**src/rtl/siso_frame_rx.sv**
```systemverilog
// Serial frame receiver: start(0), DATA_W bits LSB-first, optional even parity, stop(1); word out on stop-bit edge.
// One-entry holding register with valid/ready; a good frame arriving while full and not drained is dropped (sticky overrun).
module siso_frame_rx #(
  parameter int DATA_W    = 8,
  parameter int PARITY_EN = 0
) (
  input  logic              clk,
  input  logic              rst,
  input  logic              serial_in,
  input  logic              out_ready,
  input  logic              clear_err,
  output logic [DATA_W-1:0] out_data,
  output logic              out_valid,
  output logic              frame_err,
  output logic              parity_err,
  output logic              overrun,
  output logic              busy
);

  localparam int CNT_W = (DATA_W > 1) ? $clog2(DATA_W) : 1;

  typedef enum logic [2:0] {
    IDLE   = 3'd0,
    DATA   = 3'd1,
    PARITY = 3'd2,
    STOP   = 3'd3,
    BREAK  = 3'd4
  } state_t;

  state_t              state_q, state_d;
  logic [CNT_W-1:0]    cnt_q, cnt_d;
  logic [DATA_W-1:0]   shift_q, shift_d;
  logic                par_bad_q, par_bad_d;

  logic [DATA_W-1:0]   out_data_q, out_data_d;
  logic                out_valid_q, out_valid_d;
  logic                frame_err_q, frame_err_d;
  logic                parity_err_q, parity_err_d;
  logic                overrun_q, overrun_d;
  logic                busy_q, busy_d;

  logic                last_bit;
  logic                good_frame;

  assign last_bit = (cnt_q == CNT_W'(DATA_W - 1));

  // State register
  always_ff @(posedge clk or negedge rst) begin
    if (!rst) begin
      state_q   <= IDLE;
      cnt_q     <= '0;
      shift_q   <= '0;
      par_bad_q <= 1'b0;
    end else begin
      state_q   <= state_d;
      cnt_q     <= cnt_d;
      shift_q   <= shift_d;
      par_bad_q <= par_bad_d;
    end
  end

  // Next-state logic
  always_comb begin
    state_d   = state_q;
    cnt_d     = cnt_q;
    shift_d   = shift_q;
    par_bad_d = par_bad_q;
    case (state_q)
      IDLE: begin
        if (!serial_in) begin
          state_d   = DATA;
          cnt_d     = '0;
          par_bad_d = 1'b0;
        end
      end
      DATA: begin
        // Right shift so the first data bit lands in bit 0 after DATA_W edges.
        shift_d = (shift_q >> 1) | (DATA_W'(serial_in) << (DATA_W - 1));
        cnt_d   = cnt_q + CNT_W'(1);
        if (last_bit) begin
          cnt_d   = '0;
          state_d = (PARITY_EN != 0) ? PARITY : STOP;
        end
      end
      PARITY: begin
        par_bad_d = serial_in ^ (^shift_q);
        state_d   = STOP;
      end
      STOP: begin
        state_d = serial_in ? IDLE : BREAK;
      end
      BREAK: begin
        if (serial_in) begin
          state_d = IDLE;
        end
      end
      default: state_d = IDLE;
    endcase
  end

  // Output logic: next values of the registered outputs
  always_comb begin
    good_frame   = (state_q == STOP) && serial_in && !par_bad_q;
    frame_err_d  = (state_q == STOP) && !serial_in;
    parity_err_d = (state_q == STOP) && serial_in && par_bad_q;
    out_data_d   = out_data_q;
    out_valid_d  = out_valid_q;
    overrun_d    = overrun_q;
    busy_d       = (state_d != IDLE);

    if (good_frame && (!out_valid_q || out_ready)) begin
      out_data_d  = shift_q;
      out_valid_d = 1'b1;
    end else if (out_valid_q && out_ready) begin
      out_valid_d = 1'b0;
    end

    // A new drop on the same edge as clear_err keeps the flag set.
    if (good_frame && out_valid_q && !out_ready) begin
      overrun_d = 1'b1;
    end else if (clear_err) begin
      overrun_d = 1'b0;
    end
  end

  always_ff @(posedge clk or negedge rst) begin
    if (!rst) begin
      out_data_q   <= '0;
      out_valid_q  <= 1'b0;
      frame_err_q  <= 1'b0;
      parity_err_q <= 1'b0;
      overrun_q    <= 1'b0;
      busy_q       <= 1'b0;
    end else begin
      out_data_q   <= out_data_d;
      out_valid_q  <= out_valid_d;
      frame_err_q  <= frame_err_d;
      parity_err_q <= parity_err_d;
      overrun_q    <= overrun_d;
      busy_q       <= busy_d;
    end
  end

  assign out_data   = out_data_q;
  assign out_valid  = out_valid_q;
  assign frame_err  = frame_err_q;
  assign parity_err = parity_err_q;
  assign overrun    = overrun_q;
  assign busy       = busy_q;

endmodule

```
**config.mk**
```make
export PLATFORM = sky130hd
export DESIGN_NAME = siso_frame_rx
export DESIGN_NICKNAME = d
export VERILOG_FILES = /design/src/rtl/siso_frame_rx.sv
export SDC_FILE = /design/constraint.sdc
export NUM_CORES = 1
export LEC_CHECK = 0
export BUFFER_PORTS_ARGS = -buffer_cell sky130_fd_sc_hd__buf_2
export CORE_MARGIN = 5
export CORE_UTILIZATION = 35
export DETAILED_ROUTE_END_ITERATION = 10
export GPL_ROUTABILITY_DRIVEN = 0
export PLACE_DENSITY = 0.57
export SYNTH_ARGS = -nofsm -noshare
export SYNTH_HDL_FRONTEND = slang
export SYNTH_SLANG_ARGS = --single-unit
export TNS_END_PERCENT = 100
```
**constraint.sdc**
```tcl
create_clock -name clk -period 4.55 [get_ports clk]
set_input_delay 0.2275 -clock clk [delete_from_list [all_inputs] [get_ports clk]]
set_output_delay 0.2275 -clock clk [all_outputs]
set_load 0.05 [all_outputs]
```
; ---- Word-level counts from Yosys, hierarchy flattened
; Cells that the tools add are included.
; W data, S select, Z words.
[op_classes]
addsub = 1
multipliers = 0
div_mod_pow = 0
magnitude_cmp = 0
n_eq_ne = 6
shift = 0
mux = 14
bitwise = 2
n_reduce_logical = 22
[ops]
columns = cell, count
row1 = $mux W3, 6
row2 = $pmux W3 S5, 1
row3 = $logic_and A1 B1 Y1, 8
row4 = $or A7 B8 Y8, 1
row5 = $reduce_bool A2 Y1, 4
row6 = $reduce_xor A8 Y1, 1
row7 = $eq A3 B2 Y1 const B, 2
row8 = $eq A3 B3 Y1 const B, 2
row9 = $pmux W3 S2, 1
row10 = $mux W1, 5
row11 = $logic_not A1 Y1, 4
row12 = $reduce_and A2 Y1, 2
row13 = $add A3 B1 Y3 const B, 1
row14 = $eq A3 B1 Y1 const B, 1
row15 = $logic_not A3 Y1, 1
row16 = $reduce_bool A3 Y1, 1
row17 = $ne A2 B2 Y1 const B, 1
row18 = $pmux W1 S2, 1
row19 = $logic_or A1 B1 Y1, 1
row20 = $xor A1 B1 Y1, 1
[totals]
register_bits = 28
latch_bits = 0
mem_bits_rw = 0
romBits = 0
input_bits = 5
elab_cells = 55
n_memories = 0

; ---- Logic depth before layout (Yosys ltp)
[depth]
ltp_word = 6
ltp_mapped = 6

; ---- Worst setup path before layout
; No wires, ideal clock.
[synth_path]
path_kind = reg2reg
from = register state_q[2]
to = register out_data_q[0] (netlist: out_data[0])
setup_time_ns = 0.125
arrival_ns = 1.339
setup_slack_ns = 3.086
stages_incl_launch_ff = 6
synth_period_minus_slack_ns = 1.464
cell_sequence = dfrtp_1 -> and3b_1 -> nand3b_2 -> nor2b_2 -> buf_6 -> mux2_2
[synth_via]
elab_chain_len = 4
[synth_lines]
columns = item, line_no
row1 = from (decl), 30  ; state_t state_q, state_d;
row2 = from (signal assigned), 55  ; state_q <= state_d;
row3 = $eq A3 B2 Y1, 103  ; good_frame = (state_q == STOP) && serial_in && !par_bad_q;
row4 = $logic_and A1 B1 Y1 (2 in series), 103
row5 = $logic_and A1 B1 Y1, 111  ; if (good_frame && (!out_valid_q || out_ready)) begin
row6 = to (signal assigned), 135  ; out_data_q <= out_data_d;
row7 = to (decl), 35  ; logic [DATA_W-1:0] out_data_q, out_data_d;
; No other way between the ends.
; A chain may end at the register's enable or synchronous reset.

; ---- Worst setup path after layout
[layout_path]
from = register state_q[2]
to = register out_data_q[4] (netlist: out_data[4])
; The elaborated chain is that of the path after synthesis.

==> results.md <==
- Status: complete, no violations
- Post-Syn Instances: 86
- CP Data Arrival Time: 1.97 ns
- Max-cap violation count: 0
- Endpoints failing setup: 0
- Core Region: around 3300 um^2
- Adder-cell share of the synthesized area: 2.11%
- First-pass GRT wire length: 3350 um
- Fmax: 569 MHz
- Worst min path class: primary input to flop
- CP required: 4.77 ns
- Simple-Gate Fraction of Synth Area: 9.28%
- Number of vias per cell: 4.63
- Final wirelength: 1940 um
- Slew HR: between 50 and 60%
- H-tree depth: 1
- Max VDD drop: 0.216 mV
- Yosys warnings: 0
- #FFs+latches synth: 28
- Total congestion overflow: 0
- Worst-Margin Slew: 0.627 ns
- Reg area: 701 um^2
- 1st-pass router iterations: 4
- Area grow syn2layout: 13.0%
- Post-DP HPWL: 1360 um
- Area of the multi-input gates: 457 um^2
- Clk Latency, worst-skew pair: 0.31 ns
- Initial antenna violation count: 0
- Vias: 694
- Synthesized Nets: just over 90
- Post-synthesis sequential area ratio: between 50 and 60%
- Fin. max-slew vios: 0
- Port Buffers: 17
- Largest net degree at the start of global routing: 29
- Die H: 68.2 um
- Cell Pwr Density: 781 nW/um^2
- Vias in the first global route: 716
- Multiplexer area fraction after synthesis: between 10% and 20%
- Synth Cell Area: 1190 um^2
- DRC: 0
- Reg clk slew, reported paths: around 0.14 ns
- Largest family of logic cells by synthesized area: multiplexers
- Minimum clock period: 1.76 ns
- Gr usage total: 9.80%
- Fin. Hold Viols: 0
- Post_cts resized: 0
- CP Launch Type: flop
- XOR/XNOR share of the synthesized area: 6.33%
- CTS Sinks: 28
- WS Path Type: flop to flop
- Root Driver: clkbuf_4
- Lkg Pwr: 0.643 nW
- Starting Density: 35.8%
- Mean Syn Cell Area: 13.8 um^2
- # diodes: 0
- Period utilisation layout: around 39%
- Clock skew: between 0.002 and 0.003 ns
- Detailed Route Iter0 Violations: 2
- Die ar.: 4650 um^2
- Drt wl/cell: 13.0 um
- Yosys cell types: 25
- # nets final: 113
- Io pins: 18
- Number of fill cells: approximately 340
- Clock Tree Buf Depth: 2
- Detail Route Antenna Nets: 0
- Die width: roughly 70 um
- Crit path max fanout: 8
- Layout cell share with drive strength beyond 1: a little under 40%
- RSZ-0062 raised after global routing: false
- CP endpoint kind: flop
- Row count: 21
- CTS tree: built
- Compound-cell area share of the yosys netlist: 5.59%
- TritonCTS buffer count: 3
- Hold slack: ~0.094 ns
- TNS Setup: 0 ns
## cell usage after synthesis
cell | n | share of area, %
mux2_2 | 16 | 15
nor2b_2 | 1 | 0.74
xnor3_1 | 1 | 1.9
nand2b_1 | 3 | 1.6
and2_1 | 2 | 1.1
a22o_1 | 3 | 2.2
inv_1 | 2 | 0.63
nor2_1 | 6 | 1.9
or2_2 | 1 | 0.53
dfrtp_1 | 28 | 59
o21ai_0 | 1 | 0.42
xnor2_1 | 5 | 3.7
buf_6 | 1 | 0.95
o22ai_1 | 1 | 0.53
a32o_2 | 1 | 0.95
nand2_1 | 2 | 0.63
and3_1 | 1 | 0.53
xor2_1 | 1 | 0.74
ha_1 | 2 | 2.1
nand3b_2 | 1 | 0.95
nand3b_1 | 1 | 0.63
a211oi_1 | 1 | 0.63
a21oi_1 | 2 | 0.84
and3b_1 | 1 | 0.74
buf_2 | 2 | 0.84
## logic make-up (layout without fill, tap and decap cells)
group	Yosys count	after routing
AND/OR/NAND/NOR	19	19
XOR/XNOR	7	7
multiplexers	16	16
buffers and inverters	5	23
adder cells (fa/ha/maj)	2	2
AO/OA/AOI/OAI	9	9
flip-flops	28	28
## registers in the layout (all words and copies together), names as in the netlist
name,count
out_data,8
shift_q,8
cnt_q,3
state_q,3
busy,1
frame_err,1
out_valid,1
overrun,1
par_bad_q,1
parity_err,1
## where the power goes
part	internal (mW)	switching, mW	leakage, nW
clock	0.0309	0.0669	0.0138
sequential	0.348	0.0759	0.347
combinational	0.246	0.279	0.282
total	0.625	0.421	0.643
## what timing repair did
action / in CTS / in global routing
endpoints found under the hold margin: 28 / 0
hold buffers: 1 / 0
buffers inserted: 0 / 0
## stage by stage
stage               power, mW  cell area, um^2  instances  setup slack (ns)  util [%]
finish                   1.05             1340        150              2.79      40.5
global route             1.12             1340        150              2.65      40.5
CTS                      1.07             1340        150              2.76      40.5
detailed placement      0.963             1310        146              2.80      39.5
global placement        0.953             1310        146              2.84      39.5
floorplan               0.862             1190         86              3.09         -
## layer usage
metal	vias up	GRT usage [%]	share of wire, %
met3	2	1.97	3.2
li1	332	-	-
met2	13	15.5	47
met5	-	0	0
met1	347	12.2	48
met4	0	5.96	1.7
## final cells by class
cell class,count,share of cell area (%)
clock buffer,3,1.68
inverter,2,0.560
multi-input combinational,53,34.1
sequential,28,52.3
tap,46,4.30
timing repair buffer,18,7.10
## critical path, stage by stage (launching register included)
cell	delay, ns
dfrtp_1	0.46
and3b_1	0.30
nand3b_2	0.12
nor2b_2	0.39
mux2_2	0.39
## cell usage in the layout, fill, tap and decap left out, types with 2 or more instances in the layout
master     n
a22o_1     3
inv_1      2
xnor2_1    5
ha_1       2
buf_2     17
clkbuf_4   3
a21oi_1    2
dfrtp_1   28
nand2b_1   3
nor2_1     6
nand2_1    2
mux2_2    16
and2_1     2
## worst paths after layout
kind | start | end | slack [ns] | cells past startpoint
max | state_q[2] | out_data[4] | 2.79 | 4
min | clear_err | overrun | 0.09 | 2
max reg2reg | state_q[2] | out_data[4] | 2.79 | 4
min reg2reg | out_data[0] | out_data[0] | 0.52 | 1
max in group asynchronous | rst | out_data[6] | 3.71 | 2
min in group asynchronous | rst | parity_err | 0.44 | 2
No activity file was read; power rests on OpenSTA's default activity.
